$ cat src/rtl/lagd_analog_pkg.sv
// -----------------------------------------------------------------------------
// lagd_analog_pkg
// Shared types and helpers for the analog weight configuration path.
//   CntWidth            : default width of the phase counters
//   MaxRows             : largest analog array depth the row helpers support
//   row_idx_t           : row index type (wide enough for MaxRows rows)
//   analog_wcfg_state_e : sequencer state encoding (also exported for debug)
//   row_onehot()        : row index -> one-hot row select
// -----------------------------------------------------------------------------
package lagd_analog_pkg;

    localparam int unsigned CntWidth = 32;
    localparam int unsigned MaxRows  = 256;

    typedef logic [$clog2(MaxRows)-1:0] row_idx_t;

    typedef enum logic [2:0] {
        IDLE  = 3'd0,
        READ  = 3'd1,
        LATCH = 3'd2,
        HIGH  = 3'd3,
        LOW   = 3'd4,
        DONE  = 3'd5
    } analog_wcfg_state_e;

    function automatic logic [MaxRows-1:0] row_onehot(input row_idx_t row);
        logic [MaxRows-1:0] sel;
        sel      = '0;
        sel[row] = 1'b1;
        return sel;
    endfunction

endpackage

$ cat src/rtl/analog_phase_cnt.sv
// -----------------------------------------------------------------------------
// analog_phase_cnt
// Loadable down-counter shared by the HIGH and LOW phases of the sequencer.
// Load has priority; when enabled the count decrements and saturates at zero.
//   clk_i, rst_ni : clock, synchronous active-low reset
//   load_i        : load load_val_i this cycle
//   en_i          : decrement enable
//   load_val_i    : value to load (phase length minus one)
//   zero_o        : count is zero (last cycle of the current phase)
// -----------------------------------------------------------------------------
module analog_phase_cnt
    import lagd_analog_pkg::*;
#(
    parameter int unsigned Width = CntWidth
) (
    input  logic             clk_i,
    input  logic             rst_ni,
    input  logic             load_i,
    input  logic             en_i,
    input  logic [Width-1:0] load_val_i,
    output logic             zero_o
);

    logic [Width-1:0] cnt_q;

    always_ff @(posedge clk_i) begin
        if (!rst_ni) begin
            cnt_q <= '0;
        end else if (load_i) begin
            cnt_q <= load_val_i;
        end else if (en_i && (cnt_q != '0)) begin
            cnt_q <= cnt_q - Width'(1);
        end
    end

    assign zero_o = (cnt_q == '0);

endmodule

$ cat src/rtl/analog_weight_cfg.sv
// -----------------------------------------------------------------------------
// analog_weight_cfg
// Copies weight rows from wmem into the analog Ising macro. Each row is read,
// then written with a one-hot row-select pulse of H cycles followed by an L
// cycle settle phase. Configuration is latched on an accepted start.
//
// Interface contract: wmem_ren_o is a one-cycle request and wmem_rdata_i is
// taken exactly one cycle later (no back-pressure on either side); the macro
// treats analog_wen_o as a strobe qualifying analog_waddr_o/analog_wdata_o, and
// analog_waddr_o is non-zero (exactly one hot bit) only while analog_wen_o=1.
//
// Ports:
//   clk_i, rst_ni        : clock, synchronous active-low reset
//   start_i              : start request, honoured only in IDLE
//   high_cycles_i        : write-enable high length (0 treated as 1)
//   low_cycles_i         : settle length (0 skips the LOW phase)
//   num_rows_i           : rows to program from row 0 (clamped to NumRows)
//   wmem_ren_o/raddr_o   : wmem read request / address (address holds)
//   wmem_rdata_i         : wmem read data, one cycle after the request
//   analog_wen_o/waddr_o : macro write strobe / one-hot row select
//   analog_wdata_o       : row data presented to the macro
//   busy_o, done_o       : busy outside IDLE, one-cycle completion pulse
//   state_o              : current sequencer state (debug)
//
// Build option: ANALOG_WCFG_PREFETCH_EN fetches row r+1 into a shadow register
// during row r's HIGH phase so later rows skip READ/LATCH.
// -----------------------------------------------------------------------------
module analog_weight_cfg
    import lagd_analog_pkg::*;
#(
    parameter int unsigned NumRows   = 256,
    parameter int unsigned DataWidth = 256,
    parameter int unsigned CntWidth  = lagd_analog_pkg::CntWidth,
    localparam int unsigned AddrWidth = $clog2(NumRows),
    localparam int unsigned NumWidth  = $clog2(NumRows + 1)
) (
    input  logic                 clk_i,
    input  logic                 rst_ni,
    input  logic                 start_i,
    input  logic [CntWidth-1:0]  high_cycles_i,
    input  logic [CntWidth-1:0]  low_cycles_i,
    input  logic [NumWidth-1:0]  num_rows_i,
    output logic                 wmem_ren_o,
    output logic [AddrWidth-1:0] wmem_raddr_o,
    input  logic [DataWidth-1:0] wmem_rdata_i,
    output logic                 analog_wen_o,
    output logic [NumRows-1:0]   analog_waddr_o,
    output logic [DataWidth-1:0] analog_wdata_o,
    output logic                 busy_o,
    output logic                 done_o,
    output analog_wcfg_state_e   state_o
);

    analog_wcfg_state_e   state_q;
    logic [AddrWidth-1:0] row_q;
    logic [DataWidth-1:0] data_q;
    logic [CntWidth-1:0]  high_q, low_q;
    logic [NumWidth-1:0]  n_q, n_clamped;
    logic [CntWidth-1:0]  high_m1, low_m1, cnt_val;
    logic                 cnt_load, cnt_en, cnt_zero;
    logic                 last_row, go_low, row_done;
    logic [MaxRows-1:0]   onehot_cur;

    assign n_clamped  = (num_rows_i > NumWidth'(NumRows)) ? NumWidth'(NumRows) : num_rows_i;
    // Counters load length-1 so a phase lasts exactly its length; H=0 acts as 1.
    assign high_m1    = (high_q == '0) ? '0 : high_q - CntWidth'(1);
    assign low_m1     = (low_q == '0) ? '0 : low_q - CntWidth'(1);
    assign last_row   = ((NumWidth'(row_q) + NumWidth'(1)) == n_q);
    assign onehot_cur = row_onehot(row_idx_t'(row_q));

`ifdef ANALOG_WCFG_PREFETCH_EN
    logic [DataWidth-1:0] shadow_q;
    logic                 rd_valid_q;
    logic                 next_last;
    logic [MaxRows-1:0]   onehot_nxt;

    assign next_last  = ((NumWidth'(row_q) + NumWidth'(2)) == n_q);
    assign onehot_nxt = row_onehot(row_idx_t'(row_q + AddrWidth'(1)));
    // H+L=1 would switch rows before the prefetched data returns: stall one
    // LOW cycle (the counter loads low_m1=0) except after the last row.
    assign go_low     = (low_q != '0) || ((high_q <= CntWidth'(1)) && !last_row);
`else
    assign go_low     = (low_q != '0);
`endif

    assign row_done = cnt_zero && (((state_q == HIGH) && !go_low) || (state_q == LOW));
    assign cnt_en   = (state_q == HIGH) || (state_q == LOW);

    always_comb begin
        cnt_load = (state_q == LATCH) || ((state_q == HIGH) && cnt_zero && go_low);
        // The only load taken from HIGH is the move into LOW.
        cnt_val  = (state_q == HIGH) ? low_m1 : high_m1;
`ifdef ANALOG_WCFG_PREFETCH_EN
        if (row_done && !last_row) begin
            cnt_load = 1'b1;
            cnt_val  = high_m1;
        end
`endif
    end

    analog_phase_cnt #(
        .Width (CntWidth)
    ) u_phase_cnt (
        .clk_i      (clk_i),
        .rst_ni     (rst_ni),
        .load_i     (cnt_load),
        .en_i       (cnt_en),
        .load_val_i (cnt_val),
        .zero_o     (cnt_zero)
    );

    // Outputs are registered: each transition sets the values for the state
    // being entered.
    always_ff @(posedge clk_i) begin
        if (!rst_ni) begin
            state_q        <= IDLE;
            row_q          <= '0;
            data_q         <= '0;
            high_q         <= '0;
            low_q          <= '0;
            n_q            <= '0;
            wmem_ren_o     <= 1'b0;
            wmem_raddr_o   <= '0;
            analog_wen_o   <= 1'b0;
            analog_waddr_o <= '0;
            busy_o         <= 1'b0;
            done_o         <= 1'b0;
`ifdef ANALOG_WCFG_PREFETCH_EN
            shadow_q       <= '0;
            rd_valid_q     <= 1'b0;
`endif
        end else begin
            wmem_ren_o     <= 1'b0;
            analog_wen_o   <= 1'b0;
            analog_waddr_o <= '0;
            done_o         <= 1'b0;
`ifdef ANALOG_WCFG_PREFETCH_EN
            rd_valid_q     <= wmem_ren_o;
            if (rd_valid_q) begin
                shadow_q <= wmem_rdata_i;
            end
`endif
            if (row_done) begin
                if (last_row) begin
                    state_q <= DONE;
                    done_o  <= 1'b1;
                end else begin
                    row_q <= row_q + AddrWidth'(1);
`ifdef ANALOG_WCFG_PREFETCH_EN
                    // Prefetched data may be arriving this very cycle.
                    data_q         <= rd_valid_q ? wmem_rdata_i : shadow_q;
                    state_q        <= HIGH;
                    analog_wen_o   <= 1'b1;
                    analog_waddr_o <= onehot_nxt[NumRows-1:0];
                    if (!next_last) begin
                        wmem_ren_o   <= 1'b1;
                        wmem_raddr_o <= row_q + AddrWidth'(2);
                    end
`else
                    state_q      <= READ;
                    wmem_ren_o   <= 1'b1;
                    wmem_raddr_o <= row_q + AddrWidth'(1);
`endif
                end
            end else begin
                unique case (state_q)
                    IDLE: begin
                        if (start_i) begin
                            high_q <= high_cycles_i;
                            low_q  <= low_cycles_i;
                            n_q    <= n_clamped;
                            row_q  <= '0;
                            busy_o <= 1'b1;
                            if (n_clamped != '0) begin
                                state_q      <= READ;
                                wmem_ren_o   <= 1'b1;
                                wmem_raddr_o <= '0;
                            end else begin
                                state_q <= DONE;
                                done_o  <= 1'b1;
                            end
                        end
                    end
                    READ: state_q <= LATCH;
                    LATCH: begin
                        data_q         <= wmem_rdata_i;
                        state_q        <= HIGH;
                        analog_wen_o   <= 1'b1;
                        analog_waddr_o <= onehot_cur[NumRows-1:0];
`ifdef ANALOG_WCFG_PREFETCH_EN
                        if (!last_row) begin
                            wmem_ren_o   <= 1'b1;
                            wmem_raddr_o <= row_q + AddrWidth'(1);
                        end
`endif
                    end
                    HIGH: begin
                        if (!cnt_zero) begin
                            analog_wen_o   <= 1'b1;
                            analog_waddr_o <= onehot_cur[NumRows-1:0];
                        end else begin
                            state_q <= LOW;
                        end
                    end
                    LOW: begin
                        // Wait for the counter; the row end is handled above.
                    end
                    DONE: begin
                        state_q <= IDLE;
                        busy_o  <= 1'b0;
                    end
                    default: state_q <= IDLE;
                endcase
            end
        end
    end

    assign analog_wdata_o = data_q;
    assign state_o        = state_q;

endmodule

$ cat config.mk
export PLATFORM = sky130hd
export DESIGN_NAME = analog_weight_cfg
export DESIGN_NICKNAME = d
export VERILOG_FILES = /design/src/rtl/lagd_analog_pkg.sv /design/src/rtl/analog_phase_cnt.sv /design/src/rtl/analog_weight_cfg.sv
export SDC_FILE = /design/constraint.sdc
export NUM_CORES = 1
export LEC_CHECK = 0
export CORE_AREA = 10 10 331 333
export DETAILED_ROUTE_END_ITERATION = 7
export DIE_AREA = 0 0 341 343
export SYNTH_ARGS = -nofsm -noshare
export SYNTH_HDL_FRONTEND = slang
export SYNTH_SLANG_ARGS = --single-unit
export TNS_END_PERCENT = 10
$ cat constraint.sdc
create_clock -name clk_i -period 4 [get_ports clk_i]
set_input_delay 0.4 -clock clk_i [delete_from_list [all_inputs] [get_ports clk_i]]
set_output_delay 0.4 -clock clk_i [all_outputs]
set_load 0.01 [all_outputs]
==> impl_results.md <==
- Status: finished clean
- Number of antenna violations at the first check in global routing: 8
- Critical-path cell with the highest stage delay: sky130_fd_sc_hd__o32ai_2
- Global route total overflow: 0
- Register bit count reported by yosys: 640
- Initial cell density of the core: 21.56%
- Die width: roughly 340 um
- Leading cell type in the layout, fill and taps excluded: sky130_fd_sc_hd__clkdlybuf4s50_1
- Vias after detailed routing: 20.82k
- Mean post-synth cell area: ~8.4 um^2
- Series of cell instances along the critical path: or4_1 -> nor4_1 -> nand2_1 -> o32ai_2 -> o21ai_0 -> nor3_1 -> o21bai_1
- Final std cells w/o fill: slightly below 5k
- Least-Margin Pin Slew: 0.9967 ns
- Clock slew seen by the registers of the worst setup and hold paths: about 0.06 ns
- Power density over the cells: 482.6 nW/um^2
- Maximum vdd ir drop: around 0.00032 V
- Via count of the first global-routing pass: between 20k and 25k
- Wire length per cell: about 19 um
- Worst Hold Class: primary input to register
- Die area: approximately 120,000 um^2
- Clock insertion delay at the later pin of the skew report: roughly 0.62 ns
- Sort of element at the start of the critical path: register
- Register-to-register setup slack: 0.59 ns
- Layout cell share with drive strength beyond 1: under 10%
- CP required: between 4 and 5 ns
- Hold slack: around 0.31 ns
- Synthesized net count: ~3.0k
- DRC Markers: 0
- Number of port buffers: around 860
- Postcts setup bufs: 0
- Relative area change from synthesis to final layout: 56.45%
- Routability congestion estimate from global placement: 0.8259
- Synthesized cell area: approximately 22,000 um^2
- Clock tree root driver cell: sky130_fd_sc_hd__clkbuf_16
- Setup TNS: 0 ns
- Placeable core area: 102,900 um^2
- Number of maximum-capacitance violations: 0
- Fraction of registers with async set or reset after synthesis: 0%
- Distinct cell type count of the synthesized netlist: between 60 and 70
- Cts hold-fix bufs: 0
- Clock buffer count from CTS: 75
- Finish-stage setup viols: 0
- Antenna-violating nets left: 0
- Total Nets Final: 3,758
- Number of enable flip-flop cells after synthesis: 0
- Most used flip-flop cell after synthesis: sky130_fd_sc_hd__dfxtp_1
- CTS Buffer Depth: 3
- TritonCTS clock tree: yes
- Estimated wirelength of the detail-placed design: roughly 70,000 um
- Setup Crit Path Kind: register to register
- Pwr Total: 16.75 mW
- Via count normalized by instance count: around 4.3
- Pleak: approximately 12 nW
- Max FO, Critical Path: 11
- Sequential element share of the synthesized area: between 50% and 60%
- Time the worst path needs with I/O delays and setup: ~3.4 ns
- Maximum achievable frequency: 0.2931 GHz
- Floorplan die height: about 340 um
- I/O pin cnt: 859
- Hold Vio Cnt, Final: 0
- Data arrival time of the worst path: ~4.0 ns
- CP peak stage delay: approximately 0.75 ns
- Global-route wire length before repair: about 130,000 um
- Number of detailed-route iterations in the first pass: 5
- Worst Skew: around 0.024 ns
- Worst-case headroom to the max-slew limit: between 30% and 40%
- Largest net degree at the start of global routing: around 170
- Max Slew Vio Count: 0
- Cell total after placement: ~4.7k
- Number of H-tree levels: 3
- Number of warning messages in the yosys log: 0
- Final worst-path cycle share: between 80% and 90%
- Gate Count Post-Synth: ~2.6k
- Violation count after the first detailed-route iteration: around 1.4k
- Row cnt: 118
- Overall global routing resource usage: 14.91%
- Setup repair after global routing missed its margin: false
- Post-cts repair resize count: 0
- Wire length after detailed routing: just over 90,000 um
- Endpoint kind of the worst setup timing path: register
- Clk sink count: 640
- Commonest cells after routing, fill and taps aside: sky130_fd_sc_hd__clkdlybuf4s50_1 (858), sky130_fd_sc_hd__nand2_1 (728), sky130_fd_sc_hd__dfxtp_1 (640), sky130_fd_sc_hd__a21oi_1 (357), sky130_fd_sc_hd__nor2_1 (308)
==> synth_stat cells, drive strengths merged, types with 12 or more instances <==
| master | n | area share [%] |
|---|---|---|
| nand2 | 729 | 12 |
| dfxtp | 640 | 58 |
| a21oi | 357 | 8.1 |
| nor2 | 308 | 5.2 |
| clkbuf | 148 | 2.5 |
| xnor2 | 45 | 1.8 |
| xor2 | 43 | 1.7 |
| nor3 | 33 | 0.74 |
| nor4 | 30 | 0.85 |
| buf | 29 | 0.69 |
| nand3 | 23 | 0.52 |
| o21ai | 21 | 0.54 |
| o22ai | 21 | 0.59 |
| or3 | 19 | 0.54 |
| inv | 15 | 0.25 |
| or4 | 15 | 0.52 |
| nand4 | 12 | 0.34 |
==> power breakdown <==
| group | internal, mW | switching (mW) | total (mW) |
|---|---|---|---|
| clock network | 4.33 | 2.78 | 7.11 |
| registers | 6.71 | 0.252 | 6.96 |
| logic | 1.22 | 1.46 | 2.68 |
==> logic make-up after synthesis <==
family	Yosys count	share of synthesized area (%)
buffers and inverters	192	3.446
DFF	640	57.76
xor gates and xnor gates	88	3.474
and+or+nand+nor	1233	23.08
AOI/OAI and AO/OA	460	11.47
adders and majority gates	8	0.4512
muxes	7	0.3215
==> cell type report <==
class,instances,area [um^2]
diodes,1,2.502
clock buffers,108,2226
clock inverters,24,352.8
fillers,10650,68200
inverters,15,63.81
multi-input cells,1796,8631
flip-flops and latches,640,12810
well taps,1380,1727
repair buffers,890,8891
==> per-layer routing <==
| layer | track usage (%) | wire length, um | up-vias |
|---|---|---|---|
| met5 | 0 | 31 | - |
| met4 | 3.715 | 1685 | 6 |
| met3 | 5.617 | 8939 | 112 |
| met2 | 24.85 | 44970 | 780 |
| met1 | 17.97 | 37910 | 9704 |
| li1 | - | - | 10210 |
==> path summary, 6_finish.rpt <==
kind / depth (start not counted) / from / end
hold reg to reg: 2 / analog_wdata_o[64] / analog_wdata_o[64]
hold / removal: 3 / wmem_rdata_i[100] / analog_wdata_o[100]
setup reg to reg: 7 / u_phase_cnt.cnt_q[24] / wmem_raddr_o[5]
setup / recovery: 7 / u_phase_cnt.cnt_q[24] / wmem_raddr_o[5]
==> sequential cells by signal, summed over array words and instances (netlist names) <==
register           count
analog_wdata_o       256
u_phase_cnt.cnt_q     32
analog_wen_o           1
high_q                32
low_q                 32
done_o                 1
wmem_ren_o             1
busy_o                 1
row_q                  8
n_q                    9
wmem_raddr_o           8
state_o                3
analog_waddr_o       256
==> critical path: cells and delay by family, from the launching register on <==
kind / cells / cell delay, ns
AND/OR/NAND/NOR: 4 / 1.69
flip-flops: 1 / 0.35
AO/OA/AOI/OAI: 3 / 1.31
==> per-stage QoR <==
| step | setup slack, ns | instance area (um^2) | utilization, % |
|---|---|---|---|
| global placement | 0.6928 | 32120 | 31.22 |
| global route | 0.2647 | 34710 | 33.73 |
| finish | 0.5880 | 34710 | 33.73 |
| detailed placement | 0.6210 | 32120 | 31.22 |
| CTS | 0.6486 | 34700 | 33.72 |
| floorplan | 1.259 | 22180 | - |
No activity file was read; power rests on OpenSTA's default activity.
